==> config.mk <==
export PLATFORM = sky130hd
export DESIGN_NAME = wb_regfile_write_arbiter_flat
export DESIGN_NICKNAME = d
export VERILOG_FILES = /design/src/rtl/wb_regfile_write_arbiter_if.sv /design/src/rtl/wb_regfile_write_arbiter.sv /design/src/flat_wrapper.sv
export SDC_FILE = /design/constraint.sdc
export NUM_CORES = 1
export LEC_CHECK = 0
export BUFFER_PORTS_ARGS = -buffer_cell sky130_fd_sc_hd__buf_2
export CAP_MARGIN = 20
export CORE_AREA = 2 2 134 110
export DETAILED_ROUTE_END_ITERATION = 8
export DIE_AREA = 0 0 136 112
export GPL_ROUTABILITY_DRIVEN = 1
export HOLD_SLACK_MARGIN = 0.12
export PLACE_DENSITY_LB_ADDON = 0.12
export SLEW_MARGIN = 25
export SYNTH_ARGS = -nofsm -noshare
export SYNTH_HDL_FRONTEND = slang
export SYNTH_SLANG_ARGS = --single-unit
==> constraint.sdc <==
create_clock -name i_clk -period 2.6 [get_ports i_clk]
set_input_delay 0.52 -clock i_clk [delete_from_list [all_inputs] [get_ports i_clk]]
set_output_delay 0.52 -clock i_clk [all_outputs]
set_load 0.01 [all_outputs]
==> src/rtl/wb_regfile_write_arbiter_if.sv <==
// Bus bundle between the WB stage / debug unit and the register-file write arbiter.
// The master side presents write requests; the slave side owns the register-file write port.
interface wb_regfile_write_arbiter_if #(
    parameter int REGS       = 5,
    parameter int NB_DATA    = 32,
    parameter int FIFO_DEPTH = 2
);
    localparam int CW = $clog2(FIFO_DEPTH) + 1;

    logic               i_wb_valid;
    logic [REGS-1:0]    i_wb_RD;
    logic               i_wb_JAL;
    logic [NB_DATA-1:0] i_wb_data;
    logic               i_dbg_valid;
    logic [REGS-1:0]    i_dbg_RD;
    logic [NB_DATA-1:0] i_dbg_data;
    logic               o_dbg_ready;
    logic               o_stall_wb;
    logic               o_rf_we;
    logic [REGS-1:0]    o_rf_addr;
    logic [NB_DATA-1:0] o_rf_data;
    logic [CW-1:0]      o_dbg_count;

    modport master (
        output i_wb_valid, i_wb_RD, i_wb_JAL, i_wb_data,
        output i_dbg_valid, i_dbg_RD, i_dbg_data,
        input  o_dbg_ready, o_stall_wb, o_rf_we, o_rf_addr, o_rf_data, o_dbg_count
    );

    modport slave (
        input  i_wb_valid, i_wb_RD, i_wb_JAL, i_wb_data,
        input  i_dbg_valid, i_dbg_RD, i_dbg_data,
        output o_dbg_ready, o_stall_wb, o_rf_we, o_rf_addr, o_rf_data, o_dbg_count
    );
endinterface

==> src/rtl/wb_regfile_write_arbiter.sv <==
// Single register-file write port shared by the WB stream and buffered debug writes.
// WB has priority; a starved debug head forces a one-cycle WB freeze to drain.
module wb_regfile_write_arbiter #(
    parameter int REGS       = 5,
    parameter int NB_DATA    = 32,
    parameter int FIFO_DEPTH = 2,
    parameter int STARVE_MAX = 4
) (
    input logic                     i_clk,
    input logic                     i_rst_n,
    wb_regfile_write_arbiter_if.slave bus
);
    localparam int PW = $clog2(FIFO_DEPTH);
    localparam int CW = PW + 1;
    localparam int SW = $clog2(STARVE_MAX + 1);
    localparam logic [CW-1:0] DEPTH_C    = CW'(FIFO_DEPTH);
    localparam logic [SW-1:0] STARVE_TOP = SW'(STARVE_MAX);

    logic [REGS-1:0]    mem_rd_r   [FIFO_DEPTH];
    logic [NB_DATA-1:0] mem_data_r [FIFO_DEPTH];
    logic [PW-1:0]      wr_ptr_r;
    logic [PW-1:0]      rd_ptr_r;
    logic [CW-1:0]      count_r;
    logic [SW-1:0]      starve_r;
    logic               stall_r;
    logic               ready_r;
    logic               rf_we_r;
    logic [REGS-1:0]    rf_addr_r;
    logic [NB_DATA-1:0] rf_data_r;

    logic [REGS-1:0]    eff_rd_s;
    logic               empty_s;
    logic               wb_req_s;
    logic               grant_dbg_s;
    logic               push_s;
    logic [REGS-1:0]    head_rd_s;
    logic [NB_DATA-1:0] head_data_s;
    logic [CW-1:0]      count_nxt_s;
    logic [SW-1:0]      starve_nxt_s;

    // Request decode, grant selection and next-state for occupancy and starvation.
    always_comb begin
        eff_rd_s     = bus.i_wb_JAL ? {REGS{1'b1}} : bus.i_wb_RD;
        empty_s      = (count_r == {CW{1'b0}});
        wb_req_s     = bus.i_wb_valid & ~stall_r & (eff_rd_s != {REGS{1'b0}});
        grant_dbg_s  = ~empty_s & (stall_r | ~wb_req_s);
        push_s       = bus.i_dbg_valid & ready_r;
        head_rd_s    = mem_rd_r[rd_ptr_r];
        head_data_s  = mem_data_r[rd_ptr_r];
        count_nxt_s  = count_r;
        starve_nxt_s = starve_r;
        case ({push_s, grant_dbg_s})
            2'b10:   count_nxt_s = count_r + CW'(1'b1);
            2'b01:   count_nxt_s = count_r - CW'(1'b1);
            default: count_nxt_s = count_r;
        endcase
        if (grant_dbg_s || empty_s) begin
            starve_nxt_s = {SW{1'b0}};
        end else if (starve_r != STARVE_TOP) begin
            starve_nxt_s = starve_r + SW'(1'b1);
        end else begin
            starve_nxt_s = starve_r;
        end
    end

    // Debug FIFO storage and wrapping pointers; a fresh entry is only visible next cycle.
    always_ff @(posedge i_clk or negedge i_rst_n) begin
        if (!i_rst_n) begin
            wr_ptr_r <= {PW{1'b0}};
            rd_ptr_r <= {PW{1'b0}};
            for (int i = 0; i < FIFO_DEPTH; i++) begin
                mem_rd_r[i]   <= {REGS{1'b0}};
                mem_data_r[i] <= {NB_DATA{1'b0}};
            end
        end else begin
            if (push_s) begin
                mem_rd_r[wr_ptr_r]   <= bus.i_dbg_RD;
                mem_data_r[wr_ptr_r] <= bus.i_dbg_data;
                wr_ptr_r             <= wr_ptr_r + PW'(1'b1);
            end
            if (grant_dbg_s) begin
                rd_ptr_r <= rd_ptr_r + PW'(1'b1);
            end
        end
    end

    // Registered write port, occupancy, starvation counter and the flags decoded from them.
    always_ff @(posedge i_clk or negedge i_rst_n) begin
        if (!i_rst_n) begin
            rf_we_r   <= 1'b0;
            rf_addr_r <= {REGS{1'b0}};
            rf_data_r <= {NB_DATA{1'b0}};
            count_r   <= {CW{1'b0}};
            starve_r  <= {SW{1'b0}};
            stall_r   <= 1'b0;
            ready_r   <= 1'b1;
        end else begin
            if (wb_req_s) begin
                rf_we_r   <= 1'b1;
                rf_addr_r <= eff_rd_s;
                rf_data_r <= bus.i_wb_data;
            end else if (grant_dbg_s) begin
                // r0 debug writes still drain from the FIFO but never reach the file.
                rf_we_r   <= (head_rd_s != {REGS{1'b0}});
                rf_addr_r <= head_rd_s;
                rf_data_r <= head_data_s;
            end else begin
                rf_we_r   <= 1'b0;
            end
            count_r  <= count_nxt_s;
            starve_r <= starve_nxt_s;
            stall_r  <= (starve_nxt_s == STARVE_TOP);
            ready_r  <= (count_nxt_s != DEPTH_C);
        end
    end

    assign bus.o_rf_we     = rf_we_r;
    assign bus.o_rf_addr   = rf_addr_r;
    assign bus.o_rf_data   = rf_data_r;
    assign bus.o_dbg_count = count_r;
    assign bus.o_stall_wb  = stall_r;
    assign bus.o_dbg_ready = ready_r;
endmodule

==> src/flat_wrapper.sv <==
// flat-port wrapper written by rule: the top's interface ports become plain ports
module wb_regfile_write_arbiter_flat 
#(
    parameter int REGS       = 5,
    parameter int NB_DATA    = 32,
    parameter int FIFO_DEPTH = 2,
    parameter int STARVE_MAX = 4
)
  (i_clk, i_rst_n, bus_i_wb_valid, bus_i_wb_RD, bus_i_wb_JAL, bus_i_wb_data, bus_i_dbg_valid, bus_i_dbg_RD, bus_i_dbg_data, bus_o_dbg_ready, bus_o_stall_wb, bus_o_rf_we, bus_o_rf_addr, bus_o_rf_data, bus_o_dbg_count);
  wb_regfile_write_arbiter_if #(.REGS(REGS), .NB_DATA(NB_DATA), .FIFO_DEPTH(FIFO_DEPTH)) bus_i ();
  input logic i_clk;
  input logic i_rst_n;
  input wire logic [$bits(bus_i.i_wb_valid)-1:0] bus_i_wb_valid;
  input wire logic [$bits(bus_i.i_wb_RD)-1:0] bus_i_wb_RD;
  input wire logic [$bits(bus_i.i_wb_JAL)-1:0] bus_i_wb_JAL;
  input wire logic [$bits(bus_i.i_wb_data)-1:0] bus_i_wb_data;
  input wire logic [$bits(bus_i.i_dbg_valid)-1:0] bus_i_dbg_valid;
  input wire logic [$bits(bus_i.i_dbg_RD)-1:0] bus_i_dbg_RD;
  input wire logic [$bits(bus_i.i_dbg_data)-1:0] bus_i_dbg_data;
  output wire logic [$bits(bus_i.o_dbg_ready)-1:0] bus_o_dbg_ready;
  output wire logic [$bits(bus_i.o_stall_wb)-1:0] bus_o_stall_wb;
  output wire logic [$bits(bus_i.o_rf_we)-1:0] bus_o_rf_we;
  output wire logic [$bits(bus_i.o_rf_addr)-1:0] bus_o_rf_addr;
  output wire logic [$bits(bus_i.o_rf_data)-1:0] bus_o_rf_data;
  output wire logic [$bits(bus_i.o_dbg_count)-1:0] bus_o_dbg_count;
  assign bus_i.i_wb_valid = bus_i_wb_valid;
  assign bus_i.i_wb_RD = bus_i_wb_RD;
  assign bus_i.i_wb_JAL = bus_i_wb_JAL;
  assign bus_i.i_wb_data = bus_i_wb_data;
  assign bus_i.i_dbg_valid = bus_i_dbg_valid;
  assign bus_i.i_dbg_RD = bus_i_dbg_RD;
  assign bus_i.i_dbg_data = bus_i_dbg_data;
  assign bus_o_dbg_ready = bus_i.o_dbg_ready;
  assign bus_o_stall_wb = bus_i.o_stall_wb;
  assign bus_o_rf_we = bus_i.o_rf_we;
  assign bus_o_rf_addr = bus_i.o_rf_addr;
  assign bus_o_rf_data = bus_i.o_rf_data;
  assign bus_o_dbg_count = bus_i.o_dbg_count;
  wb_regfile_write_arbiter #(.REGS(REGS), .NB_DATA(NB_DATA), .FIFO_DEPTH(FIFO_DEPTH), .STARVE_MAX(STARVE_MAX)) u_core (.i_clk(i_clk), .i_rst_n(i_rst_n), .bus(bus_i));
endmodule
==> metrics.cfg, run 1 <==
[status]
outcome=finished, final reports clean

[cts]
cts.sinks=121
cts_buffers=17
cts_tree=yes
cts_buffer_depth=2
post-cts-setup-buffers=0
ctsRootBufferMaster=clkbuf_16
htree_levels=4
path_clk_slew_ps=50
worst_skew_pair.late_latency_ps=420

[sta]
hold_viol=0
worstMarginPinSlew_ps=591
slew_headroom=0.606
fin_ws_ps=534
max_freq_mhz=484
drv_slew=0
final.period_utilization=0.795
period_needed_ps=2070
setup_tns_ps=0
finalSetupViolCount=0
rsz0062_at_grt=false
skew_ps=4.26

[worst_setup_path]
rrSetupSlack_ps=550
max_stage_delay_ps=560
worstSetupPathType=input port to register
worstPathCellList=buf_2 > or4_4 > o31a_2 > nor2_1 > ha_1 > o21a_1 > or2_2
r2r-end=u_core.bus.o_stall_wb
rr_startpoint=u_core.bus.o_dbg_count[1]
critPathRequiredTime_ps=2900
critPathCaptureType=register
worstPathArrival_ps=2370
cp-start-kind=input port
worstPathMaxFanout=4
rr_worst_depth=5
slowest_stage=or4_4

[logic_synthesis]
yosysMostFrequentCell=dfrtp_1
post-synth-top-area-fraction=0.550
synth.distinct_cells=34
ys_ff_latch=121
yosysSeqAreaShare=0.554
synth_area_leaders=dfrtp_1 55%, mux2_2 22%, mux2i_1 7.0%, nor3_1 3.1%, a21oi_1 2.9%
syn_area_sq_mm=0.00546
yosys.area.top_type=dfrtp_1
netlist_instances=416
avgSynthCellArea_sq_um=13.1
synth_common_cells=120 x dfrtp_1, 109 x mux2_2, 38 x mux2i_1
synthFlopType=dfrtp_1
synthArstFlopShare=1.00
synth_edf_count=0
yosysWarnings=0
synth_fp_nets=498

[placed_design]
dpl.hpwl_mm=8.50
place_ws_ps=96.6
port_buffers=120
place_area_sq_mm=0.00633
place_congestion=0.730

[drt]
wire_per_inst_um=16.8
totalWireLength_mm=12.4
drtIter0Drc=119
via_count=3714
drt-vias-per-instance=5.01
drt_pre_antenna_iters=4
drc=0
ant_nets=0

[worst_hold_path]
hold_path_class=input port to register
min_to=u_core.bus.o_rf_data[24]
worstHoldPathCells=2
hp-start=bus_i_wb_data[24]

[power]
combPwrFrac=0.384
p_int_w=0.00614
p_per_area_mw_per_mm2=1310
clkPwrFrac=0.252
leakage_nw=3.15
power.switching_w=0.00297
sequentialPowerShare=0.364
switching_share=0.326
peakVddDrop_mv=0.545

[global_routing]
antenna_found_initial=2
grt_pass1_wl_mm=20.1
grt_pass1_vias=3872
grt_overflow=0
grt_max_degree=58
grtUsageTotal=0.175

[floorplan]
boundaryPins=121
die_h_um=112
dieWidth_um=136
die_area_sq_mm=0.0152
core_sq_mm=0.0140
rows=39
initial_core_util=0.392

[layout]
area_growth_pct=26.7
fin_area_sq_mm=0.00692
drive_gt1_frac=0.510
antenna_cells=0
nNetsFinal=626
fin_util=0.496

[run]
drv_cap=0

-- what timing repair did --
item	in CTS	in global routing
endpoints found under the hold margin	7	0
endpoints found under the setup margin	0	0
hold buffers	1	0
resized for setup	0	0
-- worst max path at each step --
stage                                           end  slack (ps)                 startpoint  cells past startpoint
after CTS                 u_core.bus.o_dbg_count[1]         540             bus_i_wb_RD[1]                      7
final                     u_core.bus.o_dbg_count[1]         530             bus_i_wb_RD[1]                      7
after global placement    u_core.bus.o_dbg_count[1]         110             bus_i_wb_RD[1]                      7
after detailed placement  u_core.bus.o_dbg_count[1]         100             bus_i_wb_RD[1]                      7
after floorplan           u_core.bus.o_dbg_count[1]         140             bus_i_wb_RD[1]                      7
after global routing          u_core.bus.o_stall_wb         390  u_core.bus.o_dbg_count[1]                      5
-- layout by cell type, fill, tap and decap left out, types with 4 or more instances in the layout --
master     instances
clkbuf_8           4
buf_2            119
a21oi_1           32
buf_4             15
nor2_1            10
nor3_1            34
o21ai_0            5
clkinv_2           5
mux2i_1           38
mux2_2           109
clkbuf_16         17
dfrtp_1          119
nand2_1            4
-- flip-flops by register name, indices dropped and copies added, names as in the netlist --
register                flops
u_core.bus.o_rf_data       32
u_core.rd_ptr_r             1
u_core.mem_data_r          64
u_core.starve_r             3
u_core.bus.o_stall_wb       1
u_core.mem_rd_r            10
u_core.bus.o_dbg_ready      1
u_core.bus.o_rf_we          1
u_core.bus.o_rf_addr        5
u_core.wr_ptr_r             1
u_core.bus.o_dbg_count      2
-- metal layers --
layer / GRT usage / part of all wire / up-vias
met5: 0 / 0.0010 / -
li1: - / - / 1773
met2: 0.255 / 0.45 / 101
met3: 0.0510 / 0.059 / 22
met1: 0.241 / 0.47 / 1816
met4: 0.0819 / 0.019 / 2
-- worst max-delay path, delay by kind of cell --
kind | cells | cell delay (ps)
adders and majority gates | 1 | 270
and+or+nand+nor | 3 | 950
buffers and inverters | 1 | 100
AOI/OAI and AO/OA | 2 | 520
-- power groups by stage --
stage | Clock [W] | Sequential, W | Combinational (W)
after CTS | 0.00236 | 0.00332 | 0.00356
after detailed placement | 0 | 0.00335 | 0.00354
after floorplan | 0 | 0.00339 | 0.00235
after global placement | 0 | 0.00330 | 0.00347
after global routing | 0.00243 | 0.00344 | 0.00386
final | 0.00230 | 0.00331 | 0.00349
-- metrics by stage --
stage / hold slack [ps] / total power [W] / cells
2_1_floorplan: 224 / 0.00574 / 416
3_3_place_gp: 487 / 0.00677 / 708
3_5_place_dp: 491 / 0.00689 / 708
4_1_cts: 318 / 0.00924 / 741
5_1_grt: 323 / 0.00973 / 741
6_report: 332 / 0.00910 / 741
-- layout make-up --
class / instances / area, sq um
clock buffers: 24 / 492
repair buffers: 138 / 778
flip-flops and latches: 121 / 3030
fillers: 1271 / 7030
multi-input cells: 264 / 2290
well taps: 184 / 230
inverters: 2 / 7.51
clock inverters: 8 / 92.6
-- cells by family after synthesis --
logic type / Yosys count / share of synthesized area
adders and majority gates: 3 / 0.00687
buffers and inverters: 31 / 0.0270
DFF: 121 / 0.554
AOI/OAI and AO/OA: 48 / 0.0527
and+or+nand+nor: 63 / 0.0600
muxes: 147 / 0.294
xor gates and xnor gates: 3 / 0.00481
No activity file was read; power rests on OpenSTA's default activity.
==> run 2, diff against run 1 <==
--- a/config.mk
+++ b/config.mk
@@ -5,11 +5,12 @@
 export SDC_FILE = /design/constraint.sdc
 export NUM_CORES = 1
 export LEC_CHECK = 0
+export ABC_AREA = 1
 export BUFFER_PORTS_ARGS = -buffer_cell sky130_fd_sc_hd__buf_2
 export CAP_MARGIN = 20
-export CORE_AREA = 2 2 134 110
+export CORE_AREA = 2 2 136 111
 export DETAILED_ROUTE_END_ITERATION = 8
-export DIE_AREA = 0 0 136 112
+export DIE_AREA = 0 0 138 113
 export GPL_ROUTABILITY_DRIVEN = 1
 export HOLD_SLACK_MARGIN = 0.12
 export PLACE_DENSITY_LB_ADDON = 0.12
==> constraint.sdc (replaced) <==
create_clock -name i_clk -period 1.7 [get_ports i_clk]
set_input_delay 0.34 -clock i_clk [delete_from_list [all_inputs] [get_ports i_clk]]
set_output_delay 0.34 -clock i_clk [all_outputs]
set_load 0.01 [all_outputs]
==> run 2 against run 1 <==
  * Combinational power is 36% higher
  * Sequential share of layout area is 0.73 points lower
  * Die area is 2.4% higher
  * Critical path depth is 1 lower
  * Total power is 45% higher
  * Critical path type is now register to register
  * Cell count is 31% higher
==> metrics.cfg, run 2 <==
[drt]
wire_per_inst_um=15.2  ; -9.3%
totalWireLength_mm=14.8  ; +19%
via_count=4804  ; +29%
drt-vias-per-instance=4.94  ; -1.5%
drt_pre_antenna_iters=5  ; +1
ant_nets=0  ; unchanged
drtIter0Drc=352  ; +200%
drc=0  ; unchanged

[sta]
rsz0062_at_grt=false
finalSetupViolCount=0  ; unchanged
max_freq_mhz=650
setup_tns_ps=0  ; unchanged
final.period_utilization=0.905
drv_slew=0  ; unchanged
fin_ws_ps=161  ; -373 ps
worstMarginPinSlew_ps=507  ; -84.5 ps
slew_headroom=0.662  ; +0.0563
hold_viol=0  ; unchanged
period_needed_ps=1540
skew_ps=8.85  ; +4.59 ps

[global_routing]
grt_max_degree=75  ; +29%
grt_pass1_wl_mm=24.5  ; +22%
grt_pass1_vias=4695  ; +21%
antenna_found_initial=0  ; -2
grtUsageTotal=0.201  ; +0.0262
grt_overflow=0  ; unchanged

[worst_setup_path]
worstPathMaxFanout=3  ; -1
critPathRequiredTime_ps=2040  ; -860 ps
worstPathArrival_ps=1880  ; -490 ps
critPathCaptureType=register
worstSetupPathType=register to register
cp-start-kind=register

[placed_design]
port_buffers=120  ; unchanged
dpl.hpwl_mm=10.3  ; +21%
place_congestion=0.784  ; +7.3%
place_area_sq_mm=0.00643  ; +1.6%
place_ws_ps=68.2  ; -28.4 ps
dp_cells=940  ; +33%

[cts]
htree_levels=4  ; unchanged
ctsRootBufferMaster=clkbuf_16
post-cts-setup-buffers=0  ; unchanged
cts.sinks=121  ; unchanged
cts_buffers=17  ; unchanged
cts_buffer_depth=2  ; unchanged
cts_hold_buf=1  ; unchanged
path_clk_slew_ps=50  ; about the same
cts-resized-gates=0  ; unchanged
cts_tree=yes
worst_skew_pair.late_latency_ps=410  ; about the same

[logic_synthesis]
synth_area_leaders=dfrtp_1 53%, nand2_1 13%, nand3_1 13%, o21ai_0 4.2%, o21ai_2 3.1%
yosysWarnings=0  ; unchanged
yosys.area.top_type=dfrtp_1
yosysMostFrequentCell=nand2_1
synthFlopType=dfrtp_1
synth_edf_count=0  ; unchanged
synthArstFlopShare=1.00  ; unchanged
post-synth-top-area-fraction=0.535  ; -0.0149
ys_ff_latch=121  ; unchanged
synth_fp_nets=745  ; +50%
netlist_instances=663  ; +59%
yosysSeqAreaShare=0.539  ; -0.0151
avgSynthCellArea_sq_um=8.47  ; -36%
syn_area_sq_mm=0.00562  ; +2.8%
synth_common_cells=197 x nand2_1, 147 x nand3_1, 120 x dfrtp_1
synth.distinct_cells=27  ; -21%

[floorplan]
rows=39  ; unchanged
dieWidth_um=138  ; +1.5%
initial_core_util=0.397  ; +0.00539
core_sq_mm=0.0142  ; +1.4%
boundaryPins=121  ; unchanged
die_h_um=113  ; +0.89%
die_area_sq_mm=0.0156  ; +2.4%

[layout]
antenna_cells=0  ; unchanged
final_cell_mix=197 x nand2_1, 146 x nand3_1, 120 x dfrtp_1, 119 x buf_2, 47 x o21ai_0
fin_util=0.497  ; +0.00129
layout_commonest_cell=nand2_1
fin_area_sq_mm=0.00704  ; +1.7%
area_growth_pct=25.3
nNetsFinal=858  ; +37%
final_cell_count_no_fill=973  ; +31%
largest_register_ffs=64  ; unchanged
regMostFlops=u_core.mem_data_r
drive_gt1_frac=0.253  ; -0.256

[worst_hold_path]
hold_path_class=input port to register

[power]
leakage_nw=3.70  ; +17%
p_per_area_mw_per_mm2=1880  ; +43%
peakVddDrop_mv=0.815  ; +50%

[run]
drv_cap=0  ; unchanged

[status]
outcome=finished, final reports clean

==> run 2: worst paths after layout <==
kind / from / end / slack (ps) / cells past startpoint
hold reg to reg: u_core.mem_data_r[47] / u_core.mem_data_r[47] / 480 / 2
setup / recovery: u_core.bus.o_dbg_ready / u_core.bus.o_dbg_ready / 160 / 6
hold / removal: bus_i_dbg_data[0] / u_core.mem_data_r[32] / 180 / 3
max in group asynchronous: i_rst_n / u_core.bus.o_rf_data[17] / 680 / 3
setup reg to reg: u_core.bus.o_dbg_ready / u_core.bus.o_dbg_ready / 160 / 6
min in group asynchronous: i_rst_n / u_core.mem_data_r[1] / 430 / 2
==> run 2: cell type report <==
cell class              count  area [sq um]
repair buffers            141           876
clock inverters             8           118
well taps                 184           230
clock buffers              24           482
flip-flops and latches    121          3030
fillers                  1410          7110
inverters                  47           176
multi-input cells         448          2130
==> run 2: cell families (layout without fill, tap and decap cells) <==
kind of cell / Yosys count / in the layout / synth area share
AO/OA/AOI/OAI: 83 / 83 / 0.0893
XOR/XNOR: 3 / 3 / 0.00468
adder cells (fa/ha/maj): 3 / 3 / 0.00668
buffers and inverters: 94 / 220 / 0.0829
flip-flops: 121 / 121 / 0.539
AND/OR/NAND/NOR: 359 / 359 / 0.277
==> run 2: stage by stage <==
stage	total power (W)	hold slack, ps
after CTS	0.0134	164
final	0.0132	177
after detailed placement	0.00967	347
after global placement	0.00954	338
after floorplan	0.00791	44.4
after global routing	0.0143	174
==> run 2: critical path: stages (launching register included) <==
cell and delay (ps):
dfstp_2 560, nand2_1 110, ha_1 230, or2_2 290, nand2_1 80, xnor2_1 130, nand2_1 80
==> run 2: power by group <==
group          internal (W)  total, W  switching, W
Combinational       0.00175   0.00474       0.00299
Sequential          0.00417   0.00486      0.000692
Clock               0.00241   0.00362       0.00121
==> run 2: metal layers <==
metal  share of wire  GRT usage
met4          0.0090     0.0619
met3           0.061     0.0576
met5               0          0
met1            0.52      0.309
met2            0.41      0.272
==> run 3, diff against run 2 <==
--- a/config.mk
+++ b/config.mk
@@ -14,6 +14,7 @@
 export GPL_ROUTABILITY_DRIVEN = 1
 export HOLD_SLACK_MARGIN = 0.12
 export PLACE_DENSITY_LB_ADDON = 0.12
+export REMOVE_ABC_BUFFERS = 1
 export SLEW_MARGIN = 25
 export SYNTH_ARGS = -nofsm -noshare
 export SYNTH_HDL_FRONTEND = slang
==> run 3 against run 2 <==
  * Combinational power fell by 4%
  * Non-clock buffer count increased by 1
  * Worst hold slack got worse by 3.0 ps
  * Die area did not move
  * Setup slack got worse by 20 ps
  * Maximum frequency fell by 1.3%
  * Sequential share of layout area fell by 0.35 points
  * Clock skew about the same
  * Cell area up 0.85%
  * Critical path type unchanged
  * Critical endpoint is now u_core.bus.o_rf_data[7]
  * Sequential power hardly changed
==> metrics.cfg, run 3 (same netlist as run 2, synthesis figures left out) <==
[sta]
hold_viol=0  ; unchanged
slew_headroom=0.670  ; +0.00779
final.period_utilization=0.917  ; +0.0116
holdWs_ps=174  ; -2.96 ps
worstMarginPinSlew_ps=495  ; -11.7 ps
period_needed_ps=1560  ; +19.7 ps
max_freq_mhz=642  ; -1.3%
drv_slew=0  ; unchanged
finalSetupViolCount=0  ; unchanged
rsz0062_at_grt=false
skew_ps=9.15  ; +0.303 ps

[drt]
drt-vias-per-instance=4.95  ; +0.33%
totalWireLength_mm=15.0  ; +1.4%
drt_pre_antenna_iters=5  ; unchanged
via_count=4820  ; +0.33%
drc=0  ; unchanged
drtIter0Drc=320  ; -9.1%
wire_per_inst_um=15.4  ; +1.4%
ant_nets=0  ; unchanged

[worst_hold_path]
min_to=u_core.bus.o_rf_data[4]
worstHoldPathCells=3  ; unchanged
hp-start=bus_i_wb_data[4]
hold_path_class=input port to register

[worst_setup_path]
worstSetupPathType=register to register
rrSetupSlack_ps=140  ; -20 ps
critPathCaptureType=register
critPathRequiredTime_ps=1980  ; -60 ps
r2r-end=u_core.bus.o_rf_data[7]
rr_worst_depth=6  ; unchanged
rr_startpoint=u_core.bus.o_dbg_count[0]
cp-start-kind=register
worstPathArrival_ps=1840  ; -40 ps
worstPathMaxFanout=15  ; +12

[status]
outcome=finished, final reports clean

[floorplan]
initial_core_util=0.397  ; unchanged
boundaryPins=121  ; unchanged
die_h_um=113  ; unchanged
core_sq_mm=0.0142  ; unchanged
dieWidth_um=138  ; unchanged
rows=39  ; unchanged
die_area_sq_mm=0.0156  ; unchanged

[layout]
layout_commonest_cell=nand2_1
largest_register_ffs=64  ; unchanged
final_cell_mix=197 x nand2_1, 146 x nand3_1, 119 x buf_2, 119 x dfrtp_1, 47 x o21ai_0
drive_gt1_frac=0.257  ; +0.00380
nNetsFinal=859  ; +0.12%
final_cell_count_no_fill=973  ; unchanged
area_growth_pct=26.4
antenna_cells=0  ; unchanged
regMostFlops=u_core.mem_data_r

[cts]
htree_levels=4  ; unchanged
cts_buffer_depth=2  ; unchanged
path_clk_slew_ps=60  ; about the same
cts.sinks=121  ; unchanged
cts_tree=yes
cts_buffers=17  ; unchanged
worst_skew_pair.late_latency_ps=410  ; about the same
ctsRootBufferMaster=clkbuf_16
post-cts-setup-buffers=0  ; unchanged

[power]
leakage_nw=3.73  ; +0.78%
peakVddDrop_mv=1.09  ; +33%
power_w=0.0135  ; +1.7%
p_per_area_mw_per_mm2=1890  ; +0.85%

[global_routing]
grtUsageTotal=0.205  ; +0.00340
grt_pass1_vias=4904  ; +4.5%
grt_max_degree=76  ; +1.3%
antenna_found_initial=0  ; unchanged
grt_overflow=0  ; unchanged
grt_pass1_wl_mm=25.2  ; +2.8%

[run]
drv_cap=0  ; unchanged

[placed_design]
port_buffers=120  ; unchanged
dpl.hpwl_mm=9.87  ; -3.9%
dp_cells=941  ; +0.11%
place_congestion=0.801  ; +2.2%

## run 3: cell count changes in the layout (fill, tap and decap cells not counted)
cell / delta
buf_4: +2
bufinv_16: +2
clkbuf_1: -2
nor2_2: -2
nor2_4: +2
buf_12: -1
clkbuf_8: +1
clkinv_2: -1
clkinvlp_4: -1
dfrtp_1: -1
dfrtp_2: +1
## run 3: worst max path at each step
stage                               from                      end  slack (ps)
3_3_place_gp              bus_i_wb_RD[3]          u_core.rd_ptr_r          70
2_1_floorplan      u_core.bus.o_stall_wb  u_core.bus.o_rf_addr[0]        -780
4_1_cts        u_core.bus.o_dbg_count[0]  u_core.bus.o_rf_data[7]         140
6_report       u_core.bus.o_dbg_count[0]  u_core.bus.o_rf_data[7]         140
5_1_grt        u_core.bus.o_dbg_count[0]  u_core.bus.o_rf_data[7]          50
3_5_place_dp              bus_i_wb_RD[3]  u_core.bus.o_rf_data[7]          -5
## run 3: power by group
group / switching (W) / leakage, nW / internal, W
clock network: 0.00127 / 0.323 / 0.00274
logic: 0.00282 / 1.91 / 0.00173
registers: 0.000720 / 1.50 / 0.00417
total: 0.00480 / 3.73 / 0.00865
## run 3: layout make-up
class | count | area (sq um)
flip-flops and latches | 121 | 3030
clock buffers | 23 | 488
fillers | 1361 | 7050
repair buffers | 142 | 871
inverters | 47 | 176
clock inverters | 8 | 165
well taps | 184 | 230
multi-input cells | 448 | 2140
## run 3: worst max-delay path, cell delays in order, from the launching register on
cell and delay, ps:
dfrtp_1 450, nor2_4 160, buf_4 210, inv_2 160, buf_4 210, nand3_1 140
nand3_1 100
## run 3: metal layers
metal,part of all wire,global-route usage,vias to the layer above
li1,-,-,2391
met1,0.50,0.291,2272
met2,0.44,0.315,149
met3,0.058,0.0609,8
met4,0.0047,0.0408,0
met5,0,0,-
## run 3: repair_timing
| action | in CTS | in global routing |
|---|---|---|
| hold endpoints to repair | 24 | 0 |
| hold buffers | 1 | 0 |
| gates resized for setup | 0 | 0 |
## run 3: through the flow
stage	instance area (sq um)	utilization	worst slack [ps]	setup TNS [ps]
after detailed placement	6430	0.455	-4.70	-7.83
after floorplan	5330	-	-782	-51910
after global routing	7100	0.502	47.4	0
after CTS	7100	0.502	144	0
after global placement	6430	0.455	66.2	0
final	7100	0.502	141	0
